==> src/rtl/eth_mem_apb_arbiter_pkg.sv <==
// Shared types and defaults for the Ethernet memory-port APB arbiter.
package eth_mem_pkg;

   localparam int unsigned ADDR_W_DEF = 32;
   localparam int unsigned DATA_W_DEF = 32;

   typedef enum logic [1:0] {
      IDLE   = 2'd0,
      SETUP  = 2'd1,
      ACCESS = 2'd2
   } state_e;

   typedef enum logic {
      OWN_TX = 1'b0,
      OWN_RX = 1'b1
   } owner_e;

endpackage

==> src/rtl/eth_mem_apb_arbiter_rr_arb2.sv <==
// Two-way round-robin arbiter: index 0 is TX, index 1 is RX; reset favours TX.
module eth_rr_arb2 (
   input  logic       clk,
   input  logic       rst,
   input  logic [1:0] req,
   input  logic       advance,
   output logic [1:0] gnt
);

   logic prio_rx_r;

   // One-hot grant; the pointer only matters when both are asking
   always_comb begin
      gnt = 2'b00;
      case (req)
         2'b01:   gnt = 2'b01;
         2'b10:   gnt = 2'b10;
         2'b11:   gnt = prio_rx_r ? 2'b10 : 2'b01;
         default: gnt = 2'b00;
      endcase
   end

   // Pointer moves to the requester that was not just granted
   always_ff @(posedge clk or posedge rst) begin
      if (rst) begin
         prio_rx_r <= 1'b0;
      end else if (advance && (gnt != 2'b00)) begin
         prio_rx_r <= gnt[0];
      end else begin
         prio_rx_r <= prio_rx_r;
      end
   end

endmodule

==> src/rtl/eth_mem_apb_arbiter.sv <==
// Shares one APB memory master between the TX fetch and RX store requesters,
// with round-robin arbitration and a PREADY timeout per transfer.
module eth_mem_apb_arbiter
   import eth_mem_pkg::*;
#(
   parameter int unsigned ADDR_W         = ADDR_W_DEF,
   parameter int unsigned DATA_W         = DATA_W_DEF,
   parameter int unsigned TIMEOUT_CYCLES = 256,
   parameter int unsigned CNT_W          = 9
) (
   input  logic              pclk_i,
   input  logic              prst_i,
   input  logic              tx_req_i,
   input  logic              tx_write_i,
   input  logic [ADDR_W-1:0] tx_addr_i,
   input  logic [DATA_W-1:0] tx_wdata_i,
   output logic              tx_done_o,
   output logic              tx_err_o,
   output logic [DATA_W-1:0] tx_rdata_o,
   input  logic              rx_req_i,
   input  logic              rx_write_i,
   input  logic [ADDR_W-1:0] rx_addr_i,
   input  logic [DATA_W-1:0] rx_wdata_i,
   output logic              rx_done_o,
   output logic              rx_err_o,
   output logic [DATA_W-1:0] rx_rdata_o,
   output logic              m_psel_o,
   output logic              m_penable_o,
   output logic              m_pwrite_o,
   output logic [ADDR_W-1:0] m_paddr_o,
   output logic [DATA_W-1:0] m_pwdata_o,
   input  logic              m_pready_i,
   input  logic [DATA_W-1:0] m_prdata_i
);

   state_e            state_r;
   owner_e            owner_r;
   logic [CNT_W-1:0]  cnt_r;
   logic              m_psel_r, m_penable_r, m_pwrite_r;
   logic [ADDR_W-1:0] m_paddr_r;
   logic [DATA_W-1:0] m_pwdata_r;
   logic              tx_done_r, tx_err_r, rx_done_r, rx_err_r;
   logic [DATA_W-1:0] tx_rdata_r, rx_rdata_r;
   logic [1:0]        elig_s;
   logic [1:0]        gnt_s;
   logic              grant_s;
   logic              timeout_hit_s;
   logic [DATA_W-1:0] rd_capture_s;

   // A requester seeing its done pulse still has a stale req up; mask it
   always_comb begin
      elig_s        = {rx_req_i & ~rx_done_r, tx_req_i & ~tx_done_r};
      grant_s       = (state_r == IDLE) && (gnt_s != 2'b00);
      timeout_hit_s = (TIMEOUT_CYCLES != 32'd0) &&
                      ((cnt_r + CNT_W'(1)) == CNT_W'(TIMEOUT_CYCLES));
      if (m_pwrite_r) begin
         rd_capture_s = {DATA_W{1'b0}};
      end else begin
         rd_capture_s = m_prdata_i;
      end
   end

   eth_rr_arb2 u_arb (
      .clk     (pclk_i),
      .rst     (prst_i),
      .req     (elig_s),
      .advance (grant_s),
      .gnt     (gnt_s)
   );

   // Transfer sequencer; completion outputs are single-cycle and default to 0
   always_ff @(posedge pclk_i or posedge prst_i) begin
      if (prst_i) begin
         state_r     <= IDLE;
         owner_r     <= OWN_TX;
         cnt_r       <= {CNT_W{1'b0}};
         m_psel_r    <= 1'b0;
         m_penable_r <= 1'b0;
         m_pwrite_r  <= 1'b0;
         m_paddr_r   <= {ADDR_W{1'b0}};
         m_pwdata_r  <= {DATA_W{1'b0}};
         tx_done_r   <= 1'b0;
         tx_err_r    <= 1'b0;
         tx_rdata_r  <= {DATA_W{1'b0}};
         rx_done_r   <= 1'b0;
         rx_err_r    <= 1'b0;
         rx_rdata_r  <= {DATA_W{1'b0}};
      end else begin
         tx_done_r  <= 1'b0;
         tx_err_r   <= 1'b0;
         tx_rdata_r <= {DATA_W{1'b0}};
         rx_done_r  <= 1'b0;
         rx_err_r   <= 1'b0;
         rx_rdata_r <= {DATA_W{1'b0}};
         case (state_r)
            IDLE: begin
               m_penable_r <= 1'b0;
               if (grant_s) begin
                  state_r  <= SETUP;
                  m_psel_r <= 1'b1;
                  cnt_r    <= {CNT_W{1'b0}};
                  if (gnt_s[1]) begin
                     owner_r    <= OWN_RX;
                     m_pwrite_r <= rx_write_i;
                     m_paddr_r  <= rx_addr_i;
                     m_pwdata_r <= rx_wdata_i;
                  end else begin
                     owner_r    <= OWN_TX;
                     m_pwrite_r <= tx_write_i;
                     m_paddr_r  <= tx_addr_i;
                     m_pwdata_r <= tx_wdata_i;
                  end
               end else begin
                  m_psel_r <= 1'b0;
               end
            end
            SETUP: begin
               state_r     <= ACCESS;
               m_psel_r    <= 1'b1;
               m_penable_r <= 1'b1;
            end
            ACCESS: begin
               if (m_pready_i || timeout_hit_s) begin
                  state_r     <= IDLE;
                  m_psel_r    <= 1'b0;
                  m_penable_r <= 1'b0;
                  if (owner_r == OWN_RX) begin
                     rx_done_r  <= 1'b1;
                     rx_err_r   <= ~m_pready_i;
                     rx_rdata_r <= m_pready_i ? rd_capture_s : {DATA_W{1'b0}};
                  end else begin
                     tx_done_r  <= 1'b1;
                     tx_err_r   <= ~m_pready_i;
                     tx_rdata_r <= m_pready_i ? rd_capture_s : {DATA_W{1'b0}};
                  end
               end else begin
                  cnt_r <= cnt_r + CNT_W'(1);
               end
            end
            default: begin
               state_r     <= IDLE;
               m_psel_r    <= 1'b0;
               m_penable_r <= 1'b0;
            end
         endcase
      end
   end

   assign m_psel_o    = m_psel_r;
   assign m_penable_o = m_penable_r;
   assign m_pwrite_o  = m_pwrite_r;
   assign m_paddr_o   = m_paddr_r;
   assign m_pwdata_o  = m_pwdata_r;
   assign tx_done_o   = tx_done_r;
   assign tx_err_o    = tx_err_r;
   assign tx_rdata_o  = tx_rdata_r;
   assign rx_done_o   = rx_done_r;
   assign rx_err_o    = rx_err_r;
   assign rx_rdata_o  = rx_rdata_r;

endmodule

==> config.mk <==
export PLATFORM = sky130hd
export DESIGN_NAME = eth_mem_apb_arbiter
export DESIGN_NICKNAME = d
export VERILOG_FILES = /design/src/rtl/eth_mem_apb_arbiter_pkg.sv /design/src/rtl/eth_mem_apb_arbiter_rr_arb2.sv /design/src/rtl/eth_mem_apb_arbiter.sv
export SDC_FILE = /design/constraint.sdc
export NUM_CORES = 1
export LEC_CHECK = 0
export BUFFER_PORTS_ARGS = -buffer_cell sky130_fd_sc_hd__buf_2
export CORE_MARGIN = 2
export CORE_UTILIZATION = 46
export DETAILED_ROUTE_END_ITERATION = 10
export PLACE_DENSITY_LB_ADDON = 0.2
export SYNTH_ARGS = -nofsm -noshare
export SYNTH_HDL_FRONTEND = slang
export SYNTH_SLANG_ARGS = --single-unit
==> constraint.sdc <==
create_clock -name pclk_i -period 4.77 [get_ports pclk_i]
set_input_delay 0.2385 -clock pclk_i [delete_from_list [all_inputs] [get_ports pclk_i]]
set_output_delay 0.2385 -clock pclk_i [all_outputs]
set_load 0.02 [all_outputs]
# Yosys cells after proc, flatten, opt, wreduce, memory -nomap -nowiden
# Index checks and enable logic that the tools add are counted.
# W data, S select, Z words.
# classes
reduce_logical	9
n_addsub	1
n_mux	36
n_bitwise	5
n_eq_ne	9
# ops
operator	count
$mux W32	10
$mux W9	2
$pmux W9 S2	1
$mux W1	16
$pmux W2 S3	2
$add A9 B1 Y9 const B	1
$eq A9 B9 Y1 const B	1
$eq A2 B2 Y1 const B	3
$mux W2	3
$eq A2 B1 Y1 const B	2
$ne A2 B2 Y1 const B	2
$reduce_and A2 Y1	2
$reduce_bool A2 Y1	2
$not A1 Y1	3
$pmux W1 S3	1
$reduce_and A3 Y1	1
$and A1 B1 Y1	2
$logic_and A1 B1 Y1	2
$logic_not A2 Y1	1
$ne A2 B1 Y1 const B	1
$pmux W1 S2	1
$logic_or A1 B1 Y1	1
# word_totals
register_bits	148
in_bits	167

# Longest topological paths before layout
# Gate-level depths: netlist of the first run.
# depth
word_depth	8
depth_mapped	8

# Cells and area by module
# A second synthesis of the first run with hierarchy kept.
# unflattened
cells_unflattened	538
hier_area_um2	6048.3
# modules_own_cells
module	seq_area_each_um2	instances	area_per_inst_um2	cells_per_inst
eth_mem_apb_arbiter	3678.5	1	5989.5	531
eth_rr_arb2	25.0	1	58.8	7

# Worst setup path after synthesis of the first run
# OpenSTA, ideal clock, no wires.
# synth_path
kind	reg-to-reg
start	reg cnt_r[0]
end	reg cnt_r[2]
setup_ps	119
required_ps	4651
stages_incl_launch_ff	9
arrival_ps	1961
path_slack_ps	2690
path_buffers	1
path_cell_list	dfrtp_1 -> ha_1 -> or4_1 -> o41ai_1 -> a21oi_2 -> o31ai_4 -> buf_6 -> nor2_1 -> o22a_2
# synth_via
elab_chain_cells	5
word_cells_on_any_way	7
classes_between	add/sub (1); eq/ne (2); mux (2); reduce/logical (2)
# synth_rtl
element	line_no	text
from (decl)	eth_mem_apb_arbiter.sv:38	logic [CNT_W-1:0] cnt_r;
from (signal assigned)	eth_mem_apb_arbiter.sv:76	cnt_r <= {CNT_W{1'b0}};
from (signal assigned)	eth_mem_apb_arbiter.sv:101	cnt_r <= {CNT_W{1'b0}};
from (signal assigned)	eth_mem_apb_arbiter.sv:137	cnt_r <= cnt_r + CNT_W'(1);
$add A9 B1 Y9 (*)	eth_mem_apb_arbiter.sv:55, eth_mem_apb_arbiter.sv:137	
$eq A9 B9 Y1	eth_mem_apb_arbiter.sv:55	((cnt_r + CNT_W'(1)) == CNT_W'(TIMEOUT_CYCLES));
$logic_or A1 B1 Y1	eth_mem_apb_arbiter.sv:123	if (m_pready_i || timeout_hit_s) begin
$ne A2 B2 Y1 (no line)	--	
$reduce_and A3 Y1 (no line)	--	
# Every way passes the cells marked *; elsewhere a longest branch is shown, timed or not. The select of a mux whose other input is x is not followed.
# A chain may end at the register's enable or synchronous reset.

# Final worst setup path of the first run
# layout_path
start	reg cnt_r[0]
end	reg cnt_r[1]
# The elaborated chain is that of the path after synthesis.

==> results of run 1 <==
-- metrics by stage --
step	util, %	cell area (um^2)	total power [W]	hold slack, ns	cells
finish	65.6	8340	0.00501	-0.0229	1009
floorplan	-	6040	0.00292	0.311	537
global route	65.6	8340	0.00532	0.0310	1009
detailed placement	60.2	7650	0.00350	0.463	977
global placement	60.2	7650	0.00345	0.446	977
CTS	65.5	8340	0.00505	0.00355	1008
-- worst min path at each step --
stage                          endpoint  cells past startpoint
after detailed placement       rx_err_o                      2
after CTS                 tx_rdata_o[6]                      2
after global placement    rx_rdata_o[6]                      2
after global routing      rx_rdata_o[6]                      2
final                     tx_rdata_o[4]                      2
after floorplan                rx_err_o                      1
-- registers in the layout, summed over array words and instances, names as in the netlist, 2 cells and up --
name        count
cnt_r           9
m_paddr_o      32
m_pwdata_o     32
rx_rdata_o     32
state_r         2
tx_rdata_o     32
-- logic make-up (layout without fill, tap and decap cells) --
| logic type | Yosys count | count (layout) | share of synthesized area (%) |
|---|---|---|---|
| compound gates | 89 | 89 | 8.43 |
| xor+xnor | 3 | 3 | 0.435 |
| fa+ha+maj | 2 | 2 | 0.414 |
| buf+inv | 45 | 344 | 3.29 |
| flops | 148 | 148 | 61.3 |
| mux | 66 | 66 | 11.0 |
| other cells | 0 | 1 | 0 |
| simple gates | 184 | 184 | 15.2 |
-- Yosys cell counts, types with 2 or more instances --
cell type | count | area (um^2)
sky130_fd_sc_hd__dfrtp_1 | 148 | 3700
sky130_fd_sc_hd__nand2_1 | 80 | 300
sky130_fd_sc_hd__o21ai_0 | 70 | 350
sky130_fd_sc_hd__and3_1 | 65 | 407
sky130_fd_sc_hd__mux2i_1 | 65 | 651
sky130_fd_sc_hd__clkbuf_1 | 27 | 101
sky130_fd_sc_hd__nor2_1 | 12 | 45.0
sky130_fd_sc_hd__nand3_1 | 10 | 50.1
sky130_fd_sc_hd__buf_2 | 6 | 30.0
sky130_fd_sc_hd__inv_1 | 6 | 22.5
sky130_fd_sc_hd__a21o_1 | 4 | 30.0
sky130_fd_sc_hd__o31ai_1 | 4 | 30.0
sky130_fd_sc_hd__buf_1 | 3 | 11.3
sky130_fd_sc_hd__buf_6 | 3 | 33.8
sky130_fd_sc_hd__nand2b_1 | 3 | 18.8
sky130_fd_sc_hd__nor3_1 | 3 | 15.0
sky130_fd_sc_hd__o22ai_1 | 3 | 18.8
sky130_fd_sc_hd__and2_1 | 2 | 12.5
sky130_fd_sc_hd__ha_1 | 2 | 25.0
sky130_fd_sc_hd__nor2b_1 | 2 | 12.5
sky130_fd_sc_hd__nor4_1 | 2 | 12.5
sky130_fd_sc_hd__xor2_1 | 2 | 17.5
-- power by group through the flow --
stage | Clock, W | Combinational [W] | Sequential (W)
final | 0.00154 | 0.00167 | 0.00180
after CTS | 0.00156 | 0.00169 | 0.00180
after detailed placement | 0 | 0.00169 | 0.00181
after global placement | 0 | 0.00165 | 0.00180
after global routing | 0.00163 | 0.00184 | 0.00185
after floorplan | 0 | 0.000730 | 0.00219
-- area by class of cell --
| cell class | instances | area, um^2 |
|---|---|---|
| clock inverter | 14 | 259 |
| multi-input combinational | 344 | 2160 |
| tap | 172 | 215 |
| sequential | 148 | 3700 |
| timing repair buffer | 307 | 1550 |
| fill | 1033 | 4380 |
| inverter | 6 | 27.5 |
| clock buffer | 17 | 425 |
| antenna | 1 | 2.50 |
-- layer usage --
metal  GRT usage (%)  up-vias  routed length, um
met5               0        -                  0
met4            8.56        0                257
met3            7.63       21               1340
met2            40.1      225               8040
met1            27.7     2387               6350
li1                -     2427                  -
-- critical path: cells and delay by family, from the launching register on --
family,cells,cell delay [ns]
flops,1,0.45
fa+ha+maj,1,0.30
simple gates,2,0.79
compound gates,4,0.90
==> results.txt, run 1 <==
OpenSTA, run right after detailed placement, puts the worst setup slack at 2.21 ns. The cell area after technology mapping is 6040 um^2. Using the TritonRoute via totals, the vias-per-cell ratio works out to 5.01. The clock reaches the later pin of the worst-skew pair after 0.41 ns.

The summed negative setup slack over all endpoints is 0 ns. The checks that failed: hold timing. The cell at the root of the clock tree is sky130_fd_sc_hd__clkbuf_16. The count of final setup violators came out at 0. The type of the worst setup path is flop to flop. TritonCTS built the clock tree. The initial detailed-routing violation count came out at 286. The data arrival time of the critical path came out at 2.86 ns.

The number of vias after detailed routing is 5060. The power density relative to cell area is 600 nW/um^2. The number of buffers on the longest clock path is 2. Walking the worst path, the cells encountered are ha_1, or4_1, o41ai_1, a21oi_2, o31ai_4, and2_1, o21ai_0. The leading cell type in the layout, fill and taps excluded is sky130_fd_sc_hd__buf_2. The site row count came out at 41. The power share of the sequential group is 36.0%. Summed over all layers, the global routing overflow is 0. The switching share of power came out at 36.4%. After clock tree synthesis, the clock-pin slew on the worst setup and hold paths is 0.06 ns. The first TritonRoute pass finished after 4 iterations.

The gate count after technology mapping is 537. Sequential elements use 61.3% of the synthesized area. The pin count of the biggest net entering global routing came out at 97. The die is 119 um wide.

The async set-or-reset flop fraction in the synthesized netlist came out at 100%. The worst setup path is captured at a flop. STA classifies the critical path startpoint as a flop.

The transition time at the pin with the least slew margin is 0.998 ns. The total track usage is 23.5%. Setup repair after global routing left no endpoint under its margin. The first global-routing pass estimated 25.8 mm of wire. The final worst slack came out at 2.19 ns. The final estimated routing congestion in global placement is 0.812. The number of sinks driven by the clock tree came out at 148. The clock network accounts for 30.7% of the total power. The total detailed-routing wirelength is 16.0 mm. Buffers inserted during clock tree synthesis total 17. The share of layout cells above drive strength 1 came out at 41.6%. The per-cell routed wire length came out at 15.8 um.

The max-slew headroom at the worst pin came out at 33.5%. The number of warnings issued by yosys is 0. The number of flip-flops and latches in the synthesized netlist came out at 148. The area growth from synthesis to layout is 38.1%. The worst register-to-register path ends at cnt_r[1]. The biggest cell delay along the critical path came out at 0.58 ns. The via count of the first global-routing pass is 5082. In the layout the commonest cells are 301 x sky130_fd_sc_hd__buf_2, 148 x sky130_fd_sc_hd__dfrtp_1, 79 x sky130_fd_sc_hd__nand2_1, 70 x sky130_fd_sc_hd__o21ai_0. The total die area is 14100 um^2.

The reported leakage power came out at 4.76 nW. The data required time of the critical path is 5.05 ns. The worst setup path endpoint is cnt_r[1]. The tightest hold path in the finished design has a slack of -0.0229 ns. The worst-path maximum fanout came out at 14. The count of flip-flops with a built-in enable after synthesis came out at 0. The post-cts gate resize count is 0. The proportion of power drawn by combinational gates is 33.3%. The maximum level of the CTS H-tree is 4.

In this run the critical register-to-register path is launched from cnt_r[0]. The final critical delay including setup and external delays is 2.58 ns. The timing-limited maximum frequency came out at 388 MHz. The post-CTS setup-driven buffer insertion count came out at 0.

The total net switching power came out at 0.00182 W. The initial utilization of the core area, before any placement, comes to 47.5%. In this run the worst setup path begins at cnt_r[0]. The internal power contribution came out at 0.00319 W. The worst-case vdd ir drop is 0.322 mV. The number of different library cells in the post-synthesis netlist came out at 37. The number of antenna-violating nets in the routed design came out at 0. The half-perimeter wire length after detailed placement is 11.7 mm. The worst-case clock skew came out at 0.00594 ns. The count of unresolved DRC violations after routing came out at 0.

The region available for standard cell placement spans 12700 um^2. The net count after synthesis is 706. At the end of the flow, the number of nets in the layout was 993. Across the run, the number of max-cap violations was 0. The slowest cell on the critical path is sky130_fd_sc_hd__o31ai_4. The most used flip-flop cell after synthesis is sky130_fd_sc_hd__dfrtp_1. The max-slew violation total from the final report was 0.

The synthesized area divided by synthesized cell count is 11.2 um^2. The final critical-path share of the clock period is 54.0%. The setup check on the worst reg-to-reg path leaves a slack of 2.19 ns.

The top-level I/O count is 302. The final hold violation count is 22. The kind of path behind the tightest hold check is primary input to asynchronous set/reset pin. The initial antenna violation count is 1. The number of cells on the worst reg-to-reg path is 7. In this run the vertical extent of the chip is 119 um. The number of port buffers is 301. The hold buffer count at CTS came out at 0. The run finished, with violations left.
Power figures use the tool's default switching activity.
==> run 2: changes to the inputs <==
==> constraint.sdc (replaced) <==
create_clock -name pclk_i -period 2.38 [get_ports pclk_i]
set_input_delay 0.119 -clock pclk_i [delete_from_list [all_inputs] [get_ports pclk_i]]
set_output_delay 0.119 -clock pclk_i [all_outputs]
set_load 0.02 [all_outputs]
==> run 2 against run 1 <==
The run now ends clean. Critical endpoint is now m_pwdata_o[31]. Setup slack got worse by 2.1 ns. Final area increased by 11%. Global-route usage increased by 2.3 points. Count of clock-buffer cells in the layout increased by 2. Register-to-register slack got worse by 2.1 ns. Core utilization increased by 7.2 points. Critical path type unchanged.
==> results.txt, run 2 (synthesized netlist as in run 1, its figures left out) <==
The flow ran to the end, and the final reports show no timing, DRC or antenna violations. The transition time at the pin with the least slew margin came out at 0.532 ns. For this run, the top clock speed supported by timing is 444 MHz. The largest individual stage delay along the critical path comes from the cell sky130_fd_sc_hd__dlygate4sd3_1.

The number of vias per cell after detailed routing is 4.94. After layout, the worst path uses 94.7% of the clock period. The data required time of the critical path came out at 2.65 ns.

Entering global routing, the biggest net connects 98 pins. Setup repair after global routing left no endpoint under its margin. In the layout the commonest cells are 301 x sky130_fd_sc_hd__buf_2, 148 x sky130_fd_sc_hd__dfrtp_1, 93 x sky130_fd_sc_hd__dlygate4sd3_1, 79 x sky130_fd_sc_hd__nand2_1, 70 x sky130_fd_sc_hd__o21ai_0. Dividing the detail-routed wire length by the instance count gives 15.8 um.

The storage element area is 3700 um^2. The count of final setup violators is 0. The net count reported at finish is 1092. The final estimated routing congestion in global placement came out at 0.866. The signal on the critical path passes through nand2b_1, nor2_4, buf_12, mux2i_1, dlygate4sd3_1, o21ai_0. The area growth from synthesis to layout came out at 53.2%.

The critical path in this run is classified as flop to flop. The starting utilization of the core area came out at 47.5%. The count of unresolved DRC violations after routing is 0. The final hold violation count is 0.

The total iterations of the first detailed-routing run is 4. The initial antenna violation count is 4. After floorplanning, the core was sized to cover 12700 um^2. Along the worst path, the maximum fanout reaches 60. The number of sinks driven by the clock tree came out at 148. The summed negative setup slack over all endpoints is 0 ns. For this block, the via count after detailed routing is 5498. The data arrival time of the critical path is 2.53 ns. The kind of start point of the critical path is a flop.

The max-cap violation count is 0. The total die area is 14100 um^2. The max-slew violation total from the final report was 0. Once detail routing completed, the nets flagged for antenna violations numbered 0.

TritonCTS created 17 clock buffers. The cell area reported after detailed placement came out at 7730 um^2. The count of non-filler cells in the finished layout came out at 1113. The max-slew headroom at the worst pin came out at 64.5%. The initial detailed-routing violation count is 320. The share of layout cells above drive strength 1 came out at 37.9%. Detailed placement finished with a half-perimeter wire length of 11.6 mm. The height of the die is 119 um. The total detailed-routing wirelength is 17.6 mm. Global routing finished with a remaining overflow of 0. TritonCTS built the clock tree.

After clock tree synthesis, the clock-pin slew on the worst setup and hold paths is 0.06 ns. The die is 119 um wide. Clock latency on the worst-skew pair, taken at its later pin, is 0.41 ns. The multi-input logic area came out at 2160 um^2. On the final layout, the worst clock skew is 0.00957 ns. The count of placed standard cells including taps came out at 983.

The number of buffers on the longest clock path came out at 2. After routing the design area is 9260 um^2. The final critical delay including setup and external delays came out at 2.25 ns. The count of buffers added on input and output ports is 301. OpenSTA, run right after detailed placement, puts the worst setup slack at 0.180 ns.

Measured on the finished design, the core utilization comes to 72.8%. The power density relative to cell area is 1070 nW/um^2. The total track usage is 25.8%.

The top-level I/O count is 302. The final worst slack came out at 0.126 ns. The maximum level of the CTS H-tree is 4. Leaving out fill and tap cells, the most frequent cell in the layout is sky130_fd_sc_hd__buf_2. The post-CTS setup-driven buffer insertion count is 0. The worst setup path is captured at a flop. The filler cells instantiated in the layout total 927. The first global-routing pass estimated 28.7 mm of wire. VDD sags by at most 0.598 mV. The via count of the first global-routing pass is 5774. The largest single stage delay on the critical path is 0.58 ns.

In this run the worst hold path is classified as primary input to flop. The reported leakage power came out at 5.15 nW. CTS placed an instance of sky130_fd_sc_hd__clkbuf_16 at the clock tree root. The site row count is 41.
==> run 2: final timing paths <==
| path | end | depth (start not counted) | slack [ns] | start |
|---|---|---|---|---|
| max in group asynchronous | tx_rdata_o[29] | 4 | 1.27 | prst_i |
| worst min register to register | m_paddr_o[29] | 2 | 0.47 | m_paddr_o[29] |
| min in group asynchronous | cnt_r[8] | 3 | 0.32 | prst_i |
| worst max-delay path | m_pwdata_o[31] | 6 | 0.13 | rx_done_o |
| worst min-delay path | m_paddr_o[10] | 3 | 0.01 | tx_addr_i[10] |
| worst max register to register | m_pwdata_o[31] | 6 | 0.13 | rx_done_o |
==> run 2: what timing repair did <==
action / in CTS / in global routing
setup endpoints to repair: 0 / 0
gates resized for setup: 0 / 0
hold buffers: 93 / 0
hold endpoints to repair: 117 / 0
==> run 2: power by group <==
part | switching (W) | total [W] | leakage, nW | internal [W]
combinational | 0.00235 | 0.00368 | 2.93 | 0.00134
sequential | 0.000399 | 0.00362 | 1.94 | 0.00322
clock | 0.00106 | 0.00256 | 0.280 | 0.00151
==> run 2: critical path, delay by kind of cell (launching register included) <==
kind                   cells  cell delay, ns
AOI/OAI and AO/OA          1            0.07
buffers and inverters      2            0.90
DFF                        1            0.36
muxes                      1            0.28
and+or+nand+nor            2            0.40
==> run 2: area by class of cell <==
cell class / count / share of cell area [%]
Tap cell: 172 / 2.32
Clock buffer: 19 / 4.89
Timing Repair Buffer: 406 / 27.7
Antenna cell: 5 / 0.135
Sequential cell: 148 / 40.0
Multi-Input combinational cell: 344 / 23.3
Clock inverter: 13 / 1.35
Inverter: 6 / 0.284
==> run 2: through the flow <==
step,power (W),hold slack (ns)
floorplan,0.00586,0.191
global placement,0.00702,0.191
detailed placement,0.00713,0.193
CTS,0.00991,0.000211
global route,0.0105,0.00947
finish,0.00986,0.0125
==> run 2: metal layers <==
layer	vias to the layer above	track usage, %	wire, um
li1	2639	-	-
met1	2596	30.1	6880
met2	234	44.0	9070
met3	29	7.09	1220
met4	0	12.1	447
met5	-	0	0
==> run 3: changes to the inputs <==
--- a/config.mk
+++ b/config.mk
@@ -9,7 +9,7 @@
 export CORE_MARGIN = 2
 export CORE_UTILIZATION = 46
 export DETAILED_ROUTE_END_ITERATION = 10
-export PLACE_DENSITY_LB_ADDON = 0.2
+export PLACE_DENSITY = 0.8
 export SYNTH_ARGS = -nofsm -noshare
 export SYNTH_HDL_FRONTEND = slang
 export SYNTH_SLANG_ARGS = --single-unit
==> run 3 against run 2 <==
Clock power about the same. Sequential cell count unchanged. Sequential share of layout area is 0.74 points lower. Maximum frequency increased by 0.51%. Power up 1.7%. Die area did not move. Non-clock buffer count rose by 19. Combinational power grew 4%. Critical path depth did not move. Wire length increased by 10%. Setup slack improved by 0.011 ns. Largest cell class unchanged. Highest routed layer unchanged.
==> results.txt, run 3 (synthesized netlist as in run 1, its figures left out) <==
After clock tree synthesis, the clock-pin slew on the worst setup and hold paths is 0.06 ns. The total die area is 14100 um^2. Entering global routing, the biggest net connects 106 pins. The library cells used most frequently in the layout, excluding fill and tap cells, are 301 x sky130_fd_sc_hd__buf_2, 148 x sky130_fd_sc_hd__dfrtp_1, 111 x sky130_fd_sc_hd__dlygate4sd3_1, 79 x sky130_fd_sc_hd__nand2_1, 70 x sky130_fd_sc_hd__o21ai_0. The worst-case vdd ir drop came out at 0.603 mV. The standard cell core area came out at 12700 um^2. The maximum level of the CTS H-tree is 4. The most critical setup path has its startpoint at rx_done_o. The final critical delay including setup and external delays came out at 2.24 ns. The source-to-sink clock delay at the later pin of the worst-skew pair is 0.42 ns.

In this run the critical register-to-register path is captured at m_paddr_o[5]. The source of the worst register-to-register timing path is rx_done_o. The count of cells along the worst hold path came out at 3. The global routing stage identified its most utilized layer as met2. The final critical-path share of the clock period came out at 94.2%. Hold is met by 0.00876 ns. In this run the most critical hold path is launched from rx_addr_i[1]. The critical path goes through nand2b_1, nor2_4, buf_12, mux2i_1, dlygate4sd3_1, o21ai_0. The reported leakage power is 5.23 nW. The number of sinks driven by the clock tree is 148. The logic depth of the worst setup path including buffers is 6. In this run the clock root is driven by a sky130_fd_sc_hd__clkbuf_16.

Setup total negative slack on the finished layout was measured at 0 ns. The number of port buffers is 301. The run finished with clean final reports.

The site row count is 41. The max-cap violation count is 0. Setup repair after global routing left no endpoint under its margin. TritonCTS built the clock tree.

The final estimated routing congestion in global placement came out at 0.875. The longest clock path from root to sink contains 2 buffers. The data required time of the critical path is 2.66 ns. The height of the die is 119 um.

The number of vias after detailed routing came out at 5786. The overall power consumption is 0.0100 W. The kind of start point of the critical path is a flop.

The total detailed-routing wirelength came out at 19.4 mm. The starting utilization of the core area is 47.5%. The worst-path maximum fanout is 44.

For this run, the slowest stage of the critical path takes 0.59 ns. Measured against its own limit, the worst slew margin works out to 63.0%. The per-cell routed wire length came out at 17.2 um.

The met2 capacity usage during global routing is 49.2%. After detailed routing, the number of remaining DRC violations is 0. The register-to-register setup slack came out at 0.14 ns.

The worst-case clock skew is 0.00907 ns. The family of cells with the greatest summed delay on the critical path is buffers and inverters. On the critical path, the stage with the largest delay is an instance of sky130_fd_sc_hd__dlygate4sd3_1. The worst setup path endpoint is m_paddr_o[5]. The max-slew violation total from the final report is 0. The final hold violation count is 0. Once the clock tree was built, the setup fixing pass inserted 0 buffers.

In this run the horizontal extent of the chip is 119 um. The number of vias per cell after detailed routing came out at 5.12. In this run, the number of DRC markers left after iteration 0 of detailed routing was 442. The kind of path behind the tightest hold check is primary input to flop. The total track usage came out at 28.1%. The via count of the first global-routing pass was 6132.

The total iterations of the first detailed-routing run is 7. The top-level I/O count came out at 302. The count of final setup violators came out at 0. The number of buffers and inverters on the critical path came out at 2.

The critical path is of the flop to flop type. The global routing met3 resource utilization is 8.59%. The share of layout cells above drive strength 1 came out at 37.3%. After legalization and detailed placement, the total HPWL measured 11.0 mm. The number of cells on the worst reg-to-reg path came out at 6. In this run the remaining antenna-violating nets after routing total 0. The filler cells instantiated in the layout total 831. The power density relative to cell area came out at 1060 nW/um^2. The total overflow left after global routing is 0. The fraction of met1 tracks used by global routing is 30.3%. The area growth from synthesis to layout is 56.1%. The data arrival time of the critical path is 2.52 ns.

For this run, the top clock speed supported by timing is 446 MHz. The net count reported at finish is 1111. The first-pass GRT wire length came out at 30.8 mm.

The transition time at the pin with the least slew margin came out at 0.555 ns. The initial antenna violation count is 2. Leaving out fill and tap cells, the most frequent cell in the layout is sky130_fd_sc_hd__buf_2.

TritonCTS created 17 clock buffers. The worst setup path is captured at a flop.
-- run 3: changes by cell type in the layout (fill, tap and decap cells not counted) --
cell                            delta
sky130_fd_sc_hd__buf_4             +1
sky130_fd_sc_hd__dlygate4sd3_1    +18
sky130_fd_sc_hd__clkinvlp_4        +1
sky130_fd_sc_hd__inv_6             +3
sky130_fd_sc_hd__clkbuf_8          -2
sky130_fd_sc_hd__inv_8             +2
sky130_fd_sc_hd__diode_2           -3
sky130_fd_sc_hd__clkinv_4          -4
-- run 3: per-layer routing --
layer | up-vias | part of all wire, %
li1 | 2668 | -
met1 | 2740 | 36
met2 | 308 | 52
met3 | 70 | 7.7
met4 | 0 | 4.0
met5 | - | 0
-- run 3: cell type report --
| type | count | area, um^2 | area share (%) |
|---|---|---|---|
| flip-flops and latches | 148 | 3700 | 39.3 |
| diodes | 2 | 5.00 | 0.0531 |
| multi-input cells | 344 | 2160 | 22.9 |
| clock inverters | 15 | 146 | 1.55 |
| well taps | 172 | 215 | 2.28 |
| inverters | 6 | 26.3 | 0.279 |
| repair buffers | 425 | 2750 | 29.2 |
| clock buffers | 17 | 425 | 4.51 |
-- run 3: power breakdown --
part	switching, W	internal, W	total (W)	leakage (nW)
clock network	0.00111	0.00147	0.00258	0.275
registers	0.000410	0.00322	0.00363	1.94
logic	0.00243	0.00139	0.00382	3.01
-- run 3: worst reg2reg max path, cell delays in order, from the launching register on --
cell and delay [ns]:
sky130_fd_sc_hd__dfrtp_1 0.39, sky130_fd_sc_hd__nand2b_1 0.22, sky130_fd_sc_hd__nor2_4 0.21, sky130_fd_sc_hd__buf_12 0.30
sky130_fd_sc_hd__mux2i_1 0.29, sky130_fd_sc_hd__dlygate4sd3_1 0.59, sky130_fd_sc_hd__o21ai_0 0.09
-- run 3: timing repair --
item,in CTS,in global routing
endpoints found under the hold margin,255,0
hold buffers,111,0
resized for setup,0,0
endpoints found under the setup margin,0,0
-- run 3: how the worst min path moves through the flow --
| stage | end | slack (ns) |
|---|---|---|
| final | m_paddr_o[1] | 0.009 |
| after global routing | m_pwdata_o[28] | 0.0001 |
| after CTS | m_pwdata_o[5] | 0.0005 |
| after detailed placement | m_paddr_o[29] | 0.34 |
| after global placement | m_paddr_o[29] | 0.33 |
| after floorplan | rx_err_o | 0.19 |
-- run 3: through the flow --
step / setup WS, ns / instances / util [%] / cell area (um^2)
2_1_floorplan: 0.300 / 537 / - / 6040
3_3_place_gp: 0.234 / 984 / 60.9 / 7740
3_5_place_dp: 0.149 / 984 / 60.9 / 7740
4_1_cts: 0.137 / 1127 / 74.1 / 9430
5_1_grt: 0.00267 / 1129 / 74.1 / 9430
6_report: 0.137 / 1129 / 74.1 / 9430
